## config.mk

```make
export PLATFORM = sky130hd
export DESIGN_NAME = scan_flush_arbiter
export DESIGN_NICKNAME = d
export VERILOG_FILES = /design/src/rtl/scan_arb_pkg.sv /design/src/rtl/xfer_timer.sv /design/src/rtl/scan_flush_arbiter.sv
export SDC_FILE = /design/constraint.sdc
export NUM_CORES = 1
export LEC_CHECK = 0
export ABC_CLOCK_PERIOD_IN_PS = 7100
export CAP_MARGIN = 20
export CORE_MARGIN = 2
export CORE_UTILIZATION = 29
export DETAILED_ROUTE_END_ITERATION = 10
export PLACE_DENSITY = 0.59
export SYNTH_ARGS = -nofsm -noshare
export SYNTH_HDL_FRONTEND = slang
export SYNTH_SLANG_ARGS = --single-unit
```

## constraint.sdc

```tcl
create_clock -name clk -period 7.1 [get_ports clk]
set_input_delay 1.065 -clock clk [delete_from_list [all_inputs] [get_ports clk]]
set_output_delay 1.065 -clock clk [all_outputs]
set_load 0.1 [all_outputs]
```

## src/rtl/scan_arb_pkg.sv

```systemverilog
// scan_arb_pkg: shared state/owner encodings and default thresholds
// for the scanner flush arbiter.
package scan_arb_pkg;
    typedef enum logic [1:0] {IDLE, XFER_A, XFER_B, COOLDOWN} arb_state_t;
    typedef enum logic {OWN_A = 1'b0, OWN_B = 1'b1} owner_t;
    localparam int DEF_FULL_LVL = 100;
    localparam int DEF_TIMEOUT = 200;
endpackage

```

## src/rtl/xfer_timer.sv

```systemverilog
// xfer_timer: saturating grant-hold timer; expire flags the last allowed
// cycle of a grant (count == TIMEOUT - 1).
module xfer_timer
    import scan_arb_pkg::*;
#(
    parameter int TIMEOUT = DEF_TIMEOUT
) (
    input  logic clk,
    input  logic reset,
    input  logic clear,
    input  logic enable,
    output logic expire
);
    localparam int TW = (TIMEOUT > 1) ? $clog2(TIMEOUT) : 1;
    logic [TW-1:0] cnt;
    always_ff @(posedge clk or negedge reset) begin
        if (!reset) cnt <= '0;
        else if (clear) cnt <= '0;
        else if (enable && cnt != '1) cnt <= cnt + 1'b1;
    end
    assign expire = cnt == TW'(TIMEOUT - 1);
endmodule

```

## src/rtl/scan_flush_arbiter.sv

```systemverilog
// scan_flush_arbiter: grants the shared flush link to one of two scanners,
// holds it until the buffer drains or times out, with urgency and round-robin.
module scan_flush_arbiter
    import scan_arb_pkg::*;
#(
    parameter int MEM_W    = 8,
    parameter int FULL_LVL = DEF_FULL_LVL,
    parameter int TIMEOUT  = DEF_TIMEOUT,
    parameter int CNT_W    = 8
) (
    input  logic             clk,
    input  logic             reset,
    input  logic             rdy_flush_a,
    input  logic             rdy_flush_b,
    input  logic [MEM_W-1:0] mem_used_a,
    input  logic [MEM_W-1:0] mem_used_b,
    input  logic             link_busy,
    output logic             flush_a,
    output logic             flush_b,
    output logic             xfer_active,
    output logic             xfer_owner,
    output logic             xfer_done,
    output logic             xfer_err,
    output logic [CNT_W-1:0] xfer_count
);
    arb_state_t state, next;
    owner_t     last_owner;
    logic       urg_a, urg_b, pick_b, in_xfer, done_c, err_c, expire;

    xfer_timer #(.TIMEOUT(TIMEOUT)) u_timer (
        .clk    (clk),
        .reset  (reset),
        .clear  (!in_xfer),
        .enable (in_xfer),
        .expire (expire)
    );

    always_comb begin
        urg_a   = mem_used_a >= MEM_W'(FULL_LVL);
        urg_b   = mem_used_b >= MEM_W'(FULL_LVL);
        // a lone urgent requester wins, otherwise whoever was not served last
        pick_b  = (urg_a != urg_b) ? urg_b : (last_owner == OWN_A);
        in_xfer = (state == XFER_A) || (state == XFER_B);
        done_c  = ((state == XFER_A) && mem_used_a == '0) || ((state == XFER_B) && mem_used_b == '0);
        err_c   = in_xfer && !done_c && expire;
        next    = state;
        unique case (state)
            IDLE:
                if (!link_busy && (rdy_flush_a || rdy_flush_b))
                    next = (rdy_flush_b && (!rdy_flush_a || pick_b)) ? XFER_B : XFER_A;
            XFER_A, XFER_B:
                if (done_c || err_c) next = COOLDOWN;
            default:
                next = IDLE;
        endcase
    end

    always_ff @(posedge clk or negedge reset) begin
        if (!reset) begin
            state       <= IDLE;
            last_owner  <= OWN_B;
            flush_a     <= 1'b0;
            flush_b     <= 1'b0;
            xfer_active <= 1'b0;
            xfer_owner  <= 1'b0;
            xfer_done   <= 1'b0;
            xfer_err    <= 1'b0;
            xfer_count  <= '0;
        end else begin
            state       <= next;
            last_owner  <= (done_c || err_c) ? ((state == XFER_B) ? OWN_B : OWN_A) : last_owner;
            flush_a     <= next == XFER_A;
            flush_b     <= next == XFER_B;
            xfer_active <= (next == XFER_A) || (next == XFER_B);
            xfer_owner  <= (next == XFER_B) ? 1'b1 : (next == XFER_A) ? 1'b0 : xfer_owner;
            xfer_done   <= done_c;
            xfer_err    <= err_c;
            xfer_count  <= xfer_count + CNT_W'(done_c);
        end
    end
endmodule

```

After elaboration in Yosys (flattened, before gate mapping)
Cells that the tools add are included.
{"block": "op_classes", "addsub": 2, "magnitude_cmp": 2, "eq_ne": 8, "n_mux": 10, "n_bitwise": 1, "reduce_logical": 21}
{"operator": "$ge 8x7->1 const B", "n": 2}
{"operator": "$logic_not 8->1", "n": 2}
{"operator": "$mux 8", "n": 2}
{"operator": "$add 8x1->8", "n": 1}
{"operator": "$add 8x1->8 const B", "n": 1}
{"operator": "$eq 8x8->1 const B", "n": 1}
{"operator": "$ne 8x8->1 const B", "n": 1}
{"operator": "$logic_and 1x1->1", "n": 7}
{"operator": "$logic_or 1x1->1", "n": 6}
{"operator": "$mux 2", "n": 3}
{"operator": "$eq 2x1->1 const B", "n": 2}
{"operator": "$eq 2x2->1 const B", "n": 2}
{"operator": "$mux 1", "n": 4}
{"operator": "$pmux 2 s2", "n": 1}
{"operator": "$logic_not 1->1", "n": 3}
{"operator": "$logic_not 2->1", "n": 1}
{"operator": "$ne 2x2->1 const B", "n": 1}
{"operator": "$reduce_bool 2->1", "n": 1}
{"operator": "$reduce_or 2->1", "n": 1}
{"operator": "$ne 1x1->1", "n": 1}
{"operator": "$not 1->1", "n": 1}
{"block": "totals", "register_bits": 25, "output_inout_bits": 14}

Logic depth before layout (Yosys ltp)
Gate-level depths: netlist (run 1).
{"block": "depth", "ltp_word": 12, "mapped_depth": 9, "mapped_depth_nobuf": 9}

Hierarchy
From an unflattened synthesis (run 1), not the netlist that was laid out.
{"block": "hier_totals", "hier_cells": 122, "hier_area_um2": 1328.8}
{"module": "scan_flush_arbiter", "n_inst": 1, "cells_each": 78, "area_per_inst_um2": 877.1, "seq_area_each_um2": 426.7}
{"module": "xfer_timer", "n_inst": 1, "cells_each": 44, "area_per_inst_um2": 451.7, "seq_area_each_um2": 200.2}

Worst setup path after synthesis (run 1)
No wires, ideal clock.
{"block": "synth_path", "path_kind": "in2reg", "from": "input port mem_used_b[2]", "to": "register xfer_owner", "arrival_time_ns": 2.771, "slack_ns": 4.203, "cell_stages": 7, "n_path_buf": 0, "path_cell_list": "o311ai_2 -> a311oi_1 -> o21ai_1 -> or4b_1 -> o211a_1 -> ha_1 -> mux2_2"}
{"block": "synth_between", "elab_chain_len": 11, "word_cells_on_any_way": 20, "classes_between": "1 x order compare; 3 x eq/ne; 6 x mux; 10 x reduce/logical"}
{"item": "start, declared", "line_no": "scan_flush_arbiter.sv:16", "text": "input logic [MEM_W-1:0] mem_used_b,"}
{"item": "branches (longest 8 deep; another with $ge 8x7->1)"}
{"item": "$pmux 2 s2 (*)", "line_no": "scan_flush_arbiter.sv:47", "text": "unique case (state)"}
{"item": "$eq 2x2->1 / $eq 2x1->1 (equally long branches)", "line_no": "scan_flush_arbiter.sv:75", "text": "xfer_owner <= (next == XFER_B) ? 1'b1 : (next == XFER_A) ? 1'b0 : xfer_owner;"}
{"item": "$mux 1 / $reduce_bool 2->1 (equally long branches)"}
{"item": "end signal, assigned", "line_no": "scan_flush_arbiter.sv:75"}
{"item": "end, declared", "line_no": "scan_flush_arbiter.sv:21", "text": "output logic xfer_owner,"}
Mark *: on every way between the ends.
A chain may end at the register's enable or synchronous reset.

Worst setup path in the final report (run 1)
Same ends and word-level chain as after synthesis.

==> results of run 1 <==
==> worst max-delay path, cell delays in order <==
cell and delay, ns:
clkdlybuf4s50_1 0.44, o311ai_2 0.32, a311oi_1 0.17, o21ai_1 0.13
or4b_1 0.46, o211a_1 0.13, ha_1 0.29, mux2_2 0.33
==> final timing paths <==
check / to / slack [ns] / cells past startpoint
min in group asynchronous: xfer_active$_DFF_PN0_ / 1.06 / 1
worst max register to register: xfer_owner$_DFFE_PN0P_ / 4.50 / 9
worst min register to register: xfer_count[7]$_DFF_PN0_ / 0.47 / 1
max in group asynchronous: last_owner$_DFFE_PN1P_ / 5.56 / 2
worst max-delay path: xfer_owner$_DFFE_PN0P_ / 3.90 / 8
worst min-delay path: xfer_count[7]$_DFF_PN0_ / 0.47 / 1
==> stage by stage <==
stage	instances	util [%]	setup slack, ns	cell area, um2
6_report	205	42.3	3.90	1730
4_1_cts	204	41.6	3.91	1700
5_1_grt	205	42.3	3.74	1730
2_1_floorplan	116	-	4.20	1250
3_3_place_gp	200	40.5	3.66	1660
3_5_place_dp	200	40.5	3.64	1660
==> layout make-up <==
class / count / area share, %
tap: 50 / 3.62
clock buffer: 4 / 2.60
multi-input combinational: 83 / 34.5
inverter: 8 / 1.74
sequential: 25 / 36.3
timing repair buffer: 35 / 21.3
==> routing by layer <==
metal / wire (um) / vias to the layer above
li1: - / 504
met1: 1060 / 508
met2: 1360 / 22
met3: 106 / 2
met4: 6 / 0
met5: 0 / -
==> flip-flops by register name, indices dropped and copies added (netlist names) <==
register	flops
xfer_err	1
last_owner	1
xfer_count	8
flush_b	1
xfer_owner	1
xfer_active	1
flush_a	1
state	2
xfer_done	1
u_timer.cnt	8
==> cell usage after synthesis (3+ instances only) <==
cell / instances
ha_1: 9
dfrtp_1: 24
a31oi_1: 4
nand2_1: 8
o21ai_0: 3
xor2_1: 3
and3_1: 4
inv_1: 8
nor2_1: 8
nor3_1: 4
nand3_1: 8
xnor2_1: 5
==> where the power goes <==
part | total, mW | internal, mW | switching (mW)
Clock | 0.0792 | 0.0400 | 0.0393
Sequential | 0.177 | 0.164 | 0.0136
Combinational | 0.232 | 0.0768 | 0.155
==> kinds of logic (layout without fill, tap and decap cells) <==
logic type | Yosys count | count (layout) | synth area share (%)
compound gates | 20 | 20 | 12.2
xor+xnor | 8 | 8 | 5.59
fa+ha+maj | 9 | 9 | 8.98
buf+inv | 8 | 47 | 2.40
flops | 25 | 25 | 50.0
mux | 3 | 3 | 2.59
simple gates | 43 | 43 | 18.3
==> results.sh, run 1 <==
export IMPL_worstHoldPathType="reg -> reg"
export IMPL_use_met3_pct=3.78
export IMPL_synth_area_top_cells="dfrtp_1 (48%), ha_1 (9.0%), xnor2_1 (3.5%), nand3_1 (3.2%), inv_1 (2.4%)"
export IMPL_initial_core_util_pct=30.7
export IMPL_holdBufCountCts=0
export IMPL_synthFlopType="dfrtp_1"
export IMPL_cp_start_kind="input port"
export IMPL_hp_start="xfer_count[7]$_DFF_PN0_"
export IMPL_period_minus_slack_ns=3.20
export IMPL_synth_top_area_share_pct=47.9
export IMPL_max_slew_margin_pct=33.9
export IMPL_drtIter0Drc=24
export IMPL_synth_yosys_seq_area_share_pct=50.0
export IMPL_drt_total_wl_um=2530
export IMPL_synth_top_cell_by_area="dfrtp_1"
export IMPL_root_buffer="clkbuf_8"
export IMPL_critPathKind="in -> reg"
export IMPL_n_fill_cell=381
export IMPL_coreArea_um2=4090
export IMPL_report_final_slew_viol_count=0
export IMPL_grt_max_degree=26
export IMPL_final_common_cell="clkdlybuf4s50_1"
export IMPL_htree_num_levels=1
export IMPL_most_common_layout_cells="clkdlybuf4s50_1 (34), dfrtp_1 (24), ha_1 (9)"
export IMPL_tightest_slew_ns=0.989
export IMPL_ir_worst_vdd_v=0.000223
export IMPL_power_density_nw_per_um2=283
export IMPL_power_leakage_nw=0.803
export IMPL_final_hold_violation_count=0
export IMPL_setup_tns_ns=0
export IMPL_register_area_um2=627
export IMPL_final_layout_size_suffix_gt1_share_pct=5.16
export IMPL_routedWlPerCell_um=12.4
export IMPL_cts_buffers=3
export IMPL_critPathMaxFanout=2
export IMPL_dp_hpwl_um=2050
export IMPL_grt_pass1_wl_um=4310
export IMPL_overflow=0
export IMPL_antenna_found_initial=0
export IMPL_clkSinkCount=25
export IMPL_ant_nets=0
export IMPL_use_met1_pct=12.9
export IMPL_num_rows=23
export IMPL_num_nets_final=186
export IMPL_worstPathArrival_ns=3.35
export IMPL_drc=0
export IMPL_use_met2_pct=19.3
export IMPL_endpoint_kind="register"
export IMPL_startpoint="mem_used_b[2]"
export IMPL_area_growth_pct=37.9
export IMPL_fp_dieArea_um2=4870
export IMPL_synthesis_nets=146
export IMPL_fin_worst_skew_ns=0.000868
export IMPL_die_h_um=69.8
export IMPL_io_buffers=34
export IMPL_cts_path_max_buffers=2
export IMPL_grt_usage_pct=10.7
export IMPL_r2r_start="state[1]$_DFF_PN0_"
export IMPL_required_ns=7.25
export IMPL_multiInputGateArea_um2=597
export IMPL_num_antenna_cells=0
export IMPL_synth_warnings=0
export IMPL_synth_edf_count=0
export IMPL_path_clk_slew_ns=0.08
export IMPL_gp_congestion=0.785
export IMPL_tritoncts="yes"
export IMPL_top_usage_layer="met2"
export IMPL_vias_per_cell=5.05
export IMPL_finalCritPeriodShare_pct=45.1
export IMPL_fin_hold_ws_ns=0.475
export IMPL_fmax_mhz=312
export IMPL_async_flop_share_pct=100
export IMPL_cts_resized=0
export IMPL_vias=1036
export IMPL_synth_distinct_cells=34
export IMPL_synthCells=116
export IMPL_cts_setup_buffers=0
export IMPL_syn_cell_area_um2=1250
export IMPL_io_pins=35
export IMPL_rsz0062_at_grt="false"
export IMPL_setup_violations=0
export IMPL_status="complete, no violations"
export IMPL_worstSkewPairLatency_ns=0.26
export IMPL_synth_avg_cell_area_um2=10.8
export IMPL_dieWidth_um=69.8
export IMPL_synth_seq_cells=25
export IMPL_grt_pass1_vias=964
export IMPL_firstDrtPassIters=4
export IMPL_finalPower_uw=489
export IMPL_cap_violations=0
(Power assumes the default switching activity.)
==> inputs of run 2 (changes only) <==
Settings changed: ABC_CLOCK_PERIOD_IN_PS 7100 to 3100.
Clock period 7.1 ns to 3.1 ns, I/O delays scaled along.
==> results.sh, run 2 (synthesis gave the netlist of run 1 again) <==
export IMPL_power_density_nw_per_um2=663
export IMPL_num_antenna_cells=0
export IMPL_ir_worst_vdd_v=0.000620
export IMPL_use_met1_pct=13.2
export IMPL_root_buffer="clkbuf_8"
export IMPL_report_final_slew_viol_count=0
export IMPL_use_met2_pct=18.2
export IMPL_crit_chain="inv_1 > ha_1 > nor4b_1 > nand2_1 > nand3_1 > nor2_1 > o32ai_1 > ha_1 > mux2_2"
export IMPL_tightest_slew_ns=0.468
export IMPL_fmax_mhz=381
export IMPL_num_nets_final=186
export IMPL_power_leakage_nw=0.825
export IMPL_cts_resized=0
export IMPL_finalNonFillerCells=205
export IMPL_worstHoldPathType="reg -> reg"
export IMPL_cp_start_kind="register"
export IMPL_top_regs="u_timer.cnt (8), xfer_count (8), state (2)"
export IMPL_max_slew_margin_pct=68.3
export IMPL_drc=0
export IMPL_fin_worst_skew_ns=0.00275
export IMPL_crit_path_top_delay_cell="dfrtp_1"
export IMPL_drt_total_wl_um=2510
export IMPL_cts_setup_buffers=0
export IMPL_drtIter0Drc=32
export IMPL_critPathMaxFanout=8
export IMPL_coreArea_um2=4090
export IMPL_grt_pass1_wl_um=4310
export IMPL_dp_hpwl_um=2040
export IMPL_path_clk_slew_ns=0.08
export IMPL_grt_pass1_vias=1036
export IMPL_final_common_cell="dfrtp_1"
export IMPL_vias=1025
export IMPL_routedWlPerCell_um=12.2
export IMPL_period_minus_slack_ns=2.62
export IMPL_final_layout_size_suffix_gt1_share_pct=14.8
export IMPL_endpoint_kind="register"
export IMPL_tritoncts="yes"
export IMPL_final_hold_violation_count=0
export IMPL_worstSkewPairLatency_ns=0.26
export IMPL_gp_congestion=0.848
export IMPL_firstDrtPassIters=4
export IMPL_register_area_um2=627
export IMPL_ant_nets=0
export IMPL_use_met3_pct=3.20
export IMPL_htree_num_levels=1
export IMPL_post_place_ws_ns=0.234
export IMPL_io_pins=35
export IMPL_multiInputGateArea_um2=597
export IMPL_holdBufCountCts=0
export IMPL_cts_buffers=3
export IMPL_critPathMaxStageDelay_ns=0.43
export IMPL_cap_violations=0
export IMPL_io_buffers=34
export IMPL_num_rows=23
export IMPL_cpMostUsedCell="ha_1"
export IMPL_critPathKind="reg -> reg"
export IMPL_n_fill_cell=394
export IMPL_setup_violations=0
export IMPL_fp_dieArea_um2=4870
export IMPL_finalCritPeriodShare_pct=84.6
export IMPL_die_h_um=69.8
export IMPL_worstPathArrival_ns=2.78
export IMPL_setup_tns_ns=0
export IMPL_cts_path_max_buffers=2
export IMPL_grt_usage_pct=10.6
export IMPL_placed_cells=201
export IMPL_dieWidth_um=69.8
export IMPL_grt_max_degree=26
export IMPL_required_ns=3.25
export IMPL_fin_ws_ns=0.476
export IMPL_vias_per_cell=5.00
export IMPL_clkSinkCount=25
export IMPL_top_usage_layer="met2"
export IMPL_area_growth_pct=33.6
export IMPL_overflow=0
export IMPL_antenna_found_initial=0
export IMPL_initial_core_util_pct=30.7
export IMPL_rsz0062_at_grt="false"
export IMPL_finish_utilization_pct=41.0
export IMPL_finalPower_mw=1.11
export IMPL_status="complete, no violations"
export IMPL_most_common_layout_cells="dfrtp_1 (24), clkdlybuf4s50_1 (20), buf_4 (15), ha_1 (9)"
[run 2: cell types whose count changed in the layout (fill, tap and decap cells not counted), sizes merged]
cell	delta
buf	+14
clkbuf	-1
clkdlybuf4s50	-14
clkinv	+1
[run 2: path summary, 6_finish.rpt]
path	cells past startpoint	startpoint	slack [ns]	end
min	1	xfer_count[7]$_DFF_PN0_	0.48	xfer_count[7]$_DFF_PN0_
min in group asynchronous	2	reset	0.57	xfer_owner$_DFFE_PN0P_
max reg2reg	9	state[1]$_DFF_PN0_	0.48	xfer_owner$_DFFE_PN0P_
max	9	state[1]$_DFF_PN0_	0.48	xfer_owner$_DFFE_PN0P_
min reg2reg	1	xfer_count[7]$_DFF_PN0_	0.48	xfer_count[7]$_DFF_PN0_
max in group asynchronous	2	reset	2.24	last_owner$_DFFE_PN1P_
[run 2: critical path, delay by kind of cell, from the launching register on]
family	cells	cell delay [ns]
multiplexers	1	0.27
AO/OA/AOI/OAI	1	0.38
buffers and inverters	1	0.08
flip-flops	1	0.43
AND/OR/NAND/NOR	4	0.60
adder cells (fa/ha/maj)	2	0.74
[run 2: metal layers]
metal  wire (um)  up-vias
li1            -      508
met1        1180      497
met2        1220       18
met3          94        2
met4          11        0
met5           0        -
[run 2: cell type report]
cell class	instances	share of cell area, %
Sequential cell	25	37.4
Clock buffer	3	2.46
Timing Repair Buffer	35	18.7
Clock inverter	1	0.299
Inverter	8	1.79
Tap cell	50	3.73
Multi-Input combinational cell	83	35.6
[run 2: stage by stage]
step	hold slack [ns]	area, um2
2_1_floorplan	0.169	1250
3_3_place_gp	0.463	1630
3_5_place_dp	0.467	1630
4_1_cts	0.484	1680
5_1_grt	0.520	1680
6_report	0.476	1680
[run 2: power by group]
group | leakage [nW] | total [mW] | internal [mW] | switching [mW]
registers | 0.338 | 0.408 | 0.375 | 0.0326
clock network | 0.0255 | 0.184 | 0.0896 | 0.0944
logic | 0.461 | 0.520 | 0.165 | 0.354
total | 0.825 | 1.11 | 0.630 | 0.481
==> inputs of run 3 (changes only) <==
Settings changed: ABC_CLOCK_PERIOD_IN_PS 3100 to 2500.
Clock period 3.1 ns to 2.5 ns, I/O delays scaled along.
==> results.sh, run 3 (synthesis gave the netlist of run 1 again) <==
export IMPL_final_layout_size_suffix_gt1_share_pct=20.8
export IMPL_ant_nets=0
export IMPL_fin_hold_ws_ns=0.465
export IMPL_status="complete, no violations"
export IMPL_setup_violations=0
export IMPL_power_leakage_nw=0.872
export IMPL_setup_tns_ns=0
export IMPL_fin_worst_skew_ns=0.00744
export IMPL_critPathMaxStageDelay_ns=0.47
export IMPL_num_nets_final=190
export IMPL_finish_utilization_pct=43.2
export IMPL_rsz0062_at_grt="false"
export IMPL_area_growth_pct=40.8
export IMPL_routedWlPerCell_um=12.3
export IMPL_gp_congestion=0.837
export IMPL_post_place_ws_ns=-0.268
export IMPL_cp_start_kind="input port"
export IMPL_num_antenna_cells=0
export IMPL_grt_pass1_vias=971
export IMPL_num_rows=23
export IMPL_required_ns=2.65
export IMPL_path_clk_slew_ns=0.09
export IMPL_htree_num_levels=1
export IMPL_report_final_slew_viol_count=0
export IMPL_final_hold_violation_count=0
export IMPL_fmax_mhz=425
export IMPL_finalCritPeriodShare_pct=94.1
export IMPL_endpoint_kind="register"
export IMPL_cts_path_max_buffers=2
export IMPL_critPathTopFamily="compound AO/OA/AOI/OAI gates"
export IMPL_grt_pass1_wl_um=4310
export IMPL_dieWidth_um=69.8
export IMPL_tightest_slew_ns=0.356
export IMPL_finalNonFillerCells=209
export IMPL_fp_dieArea_um2=4870
export IMPL_rrSetupSlack_ns=0.16
export IMPL_overflow=0
export IMPL_critPathMaxFanout=2
export IMPL_drtIter0Drc=60
export IMPL_tritoncts="yes"
export IMPL_crit_path_top_delay_cell="or4b_4"
export IMPL_io_pins=35
export IMPL_vias=1032
export IMPL_cap_violations=0
export IMPL_die_h_um=69.8
export IMPL_placed_cells=204
export IMPL_period_minus_slack_ns=2.35
export IMPL_drc=0
export IMPL_ir_worst_vdd_v=0.000622
export IMPL_firstDrtPassIters=4
export IMPL_clkSinkCount=25
export IMPL_antenna_found_initial=0
export IMPL_max_slew_margin_pct=76.3
export IMPL_grt_usage_pct=10.5
export IMPL_initial_core_util_pct=30.7
export IMPL_vias_per_cell=4.94
export IMPL_most_common_layout_cells="dfrtp_1 (24), buf_4 (19), clkdlybuf4s50_1 (17)"
export IMPL_worstHoldPathType="in -> async"
export IMPL_io_buffers=34
export IMPL_grt_max_degree=26
export IMPL_crit_chain="dlygate4sd2_1 > o311ai_4 > a311oi_2 > o21ai_1 > or4b_4 > o211a_1 > ha_4 > mux2_2"
export IMPL_root_buffer="clkbuf_8"
export IMPL_worstSkewPairLatency_ns=0.26
export IMPL_crit_buf_inv=1
export IMPL_critPathKind="in -> reg"
export IMPL_dp_hpwl_um=2040
export IMPL_cts_buffers=3
export IMPL_fin_ws_ns=0.148
export IMPL_power_density_nw_per_um2=835
export IMPL_worstPathArrival_ns=2.50
export IMPL_n_fill_cell=405
export IMPL_top_regs="u_timer.cnt (8), xfer_count (8), state (2)"
export IMPL_coreArea_um2=4090
export IMPL_final_common_cell="dfrtp_1"
export IMPL_holdBufCountCts=0
export IMPL_drt_total_wl_um=2570
-- run 3: report_power, final --
| group | internal (mW) | switching, mW |
|---|---|---|
| Combinational | 0.271 | 0.473 |
| Sequential | 0.465 | 0.0331 |
| Clock | 0.113 | 0.120 |
| Total | 0.849 | 0.626 |
-- run 3: path summary, 6_finish.rpt --
check | from | endpoint | cells past startpoint
min in group clk | xfer_count[7]$_DFF_PN0_ | xfer_count[7]$_DFF_PN0_ | 1
max in group asynchronous | reset | last_owner$_DFFE_PN1P_ | 2
worst min register to register | xfer_count[7]$_DFF_PN0_ | xfer_count[7]$_DFF_PN0_ | 1
worst max register to register | state[0]$_DFF_PN0_ | xfer_owner$_DFFE_PN0P_ | 9
worst max-delay path | mem_used_b[4] | xfer_owner$_DFFE_PN0P_ | 8
worst min-delay path | reset | u_timer.cnt[6]$_DFFE_PN0P_ | 2
-- run 3: area by class of cell --
cell class	instances	area (um2)	area share, %
Sequential cell	25	627	35.5
Clock buffer	3	41.3	2.34
Tap cell	50	62.6	3.54
Clock inverter	1	7.51	0.425
Multi-Input combinational cell	83	651	36.9
Inverter	8	30.0	1.70
Timing Repair Buffer	39	347	19.6
-- run 3: per-stage QoR --
step                power (mW)  area [um2]
floorplan                0.984        1250
global placement          1.19        1650
detailed placement        1.19        1650
CTS                       1.47        1730
global route              1.58        1770
finish                    1.47        1770
-- run 3: routing by layer --
metal / up-vias / global-route usage (%) / wire, um
met3: 2 / 3.63 / 97
li1: 514 / - / -
met4: 0 / 0.641 / 6
met2: 12 / 17.8 / 1290
met1: 504 / 13.7 / 1180
met5: - / 0 / 0
-- run 3: what timing repair did --
item / 4_1_cts / 5_1_grt
cloned: 0 / 0
setup endpoints to repair: 1 / 1
hold endpoints to repair: 0 / 0
buffers inserted: 0 / 1
pin swaps: 4 / 4
gates resized for setup: 5 / 5
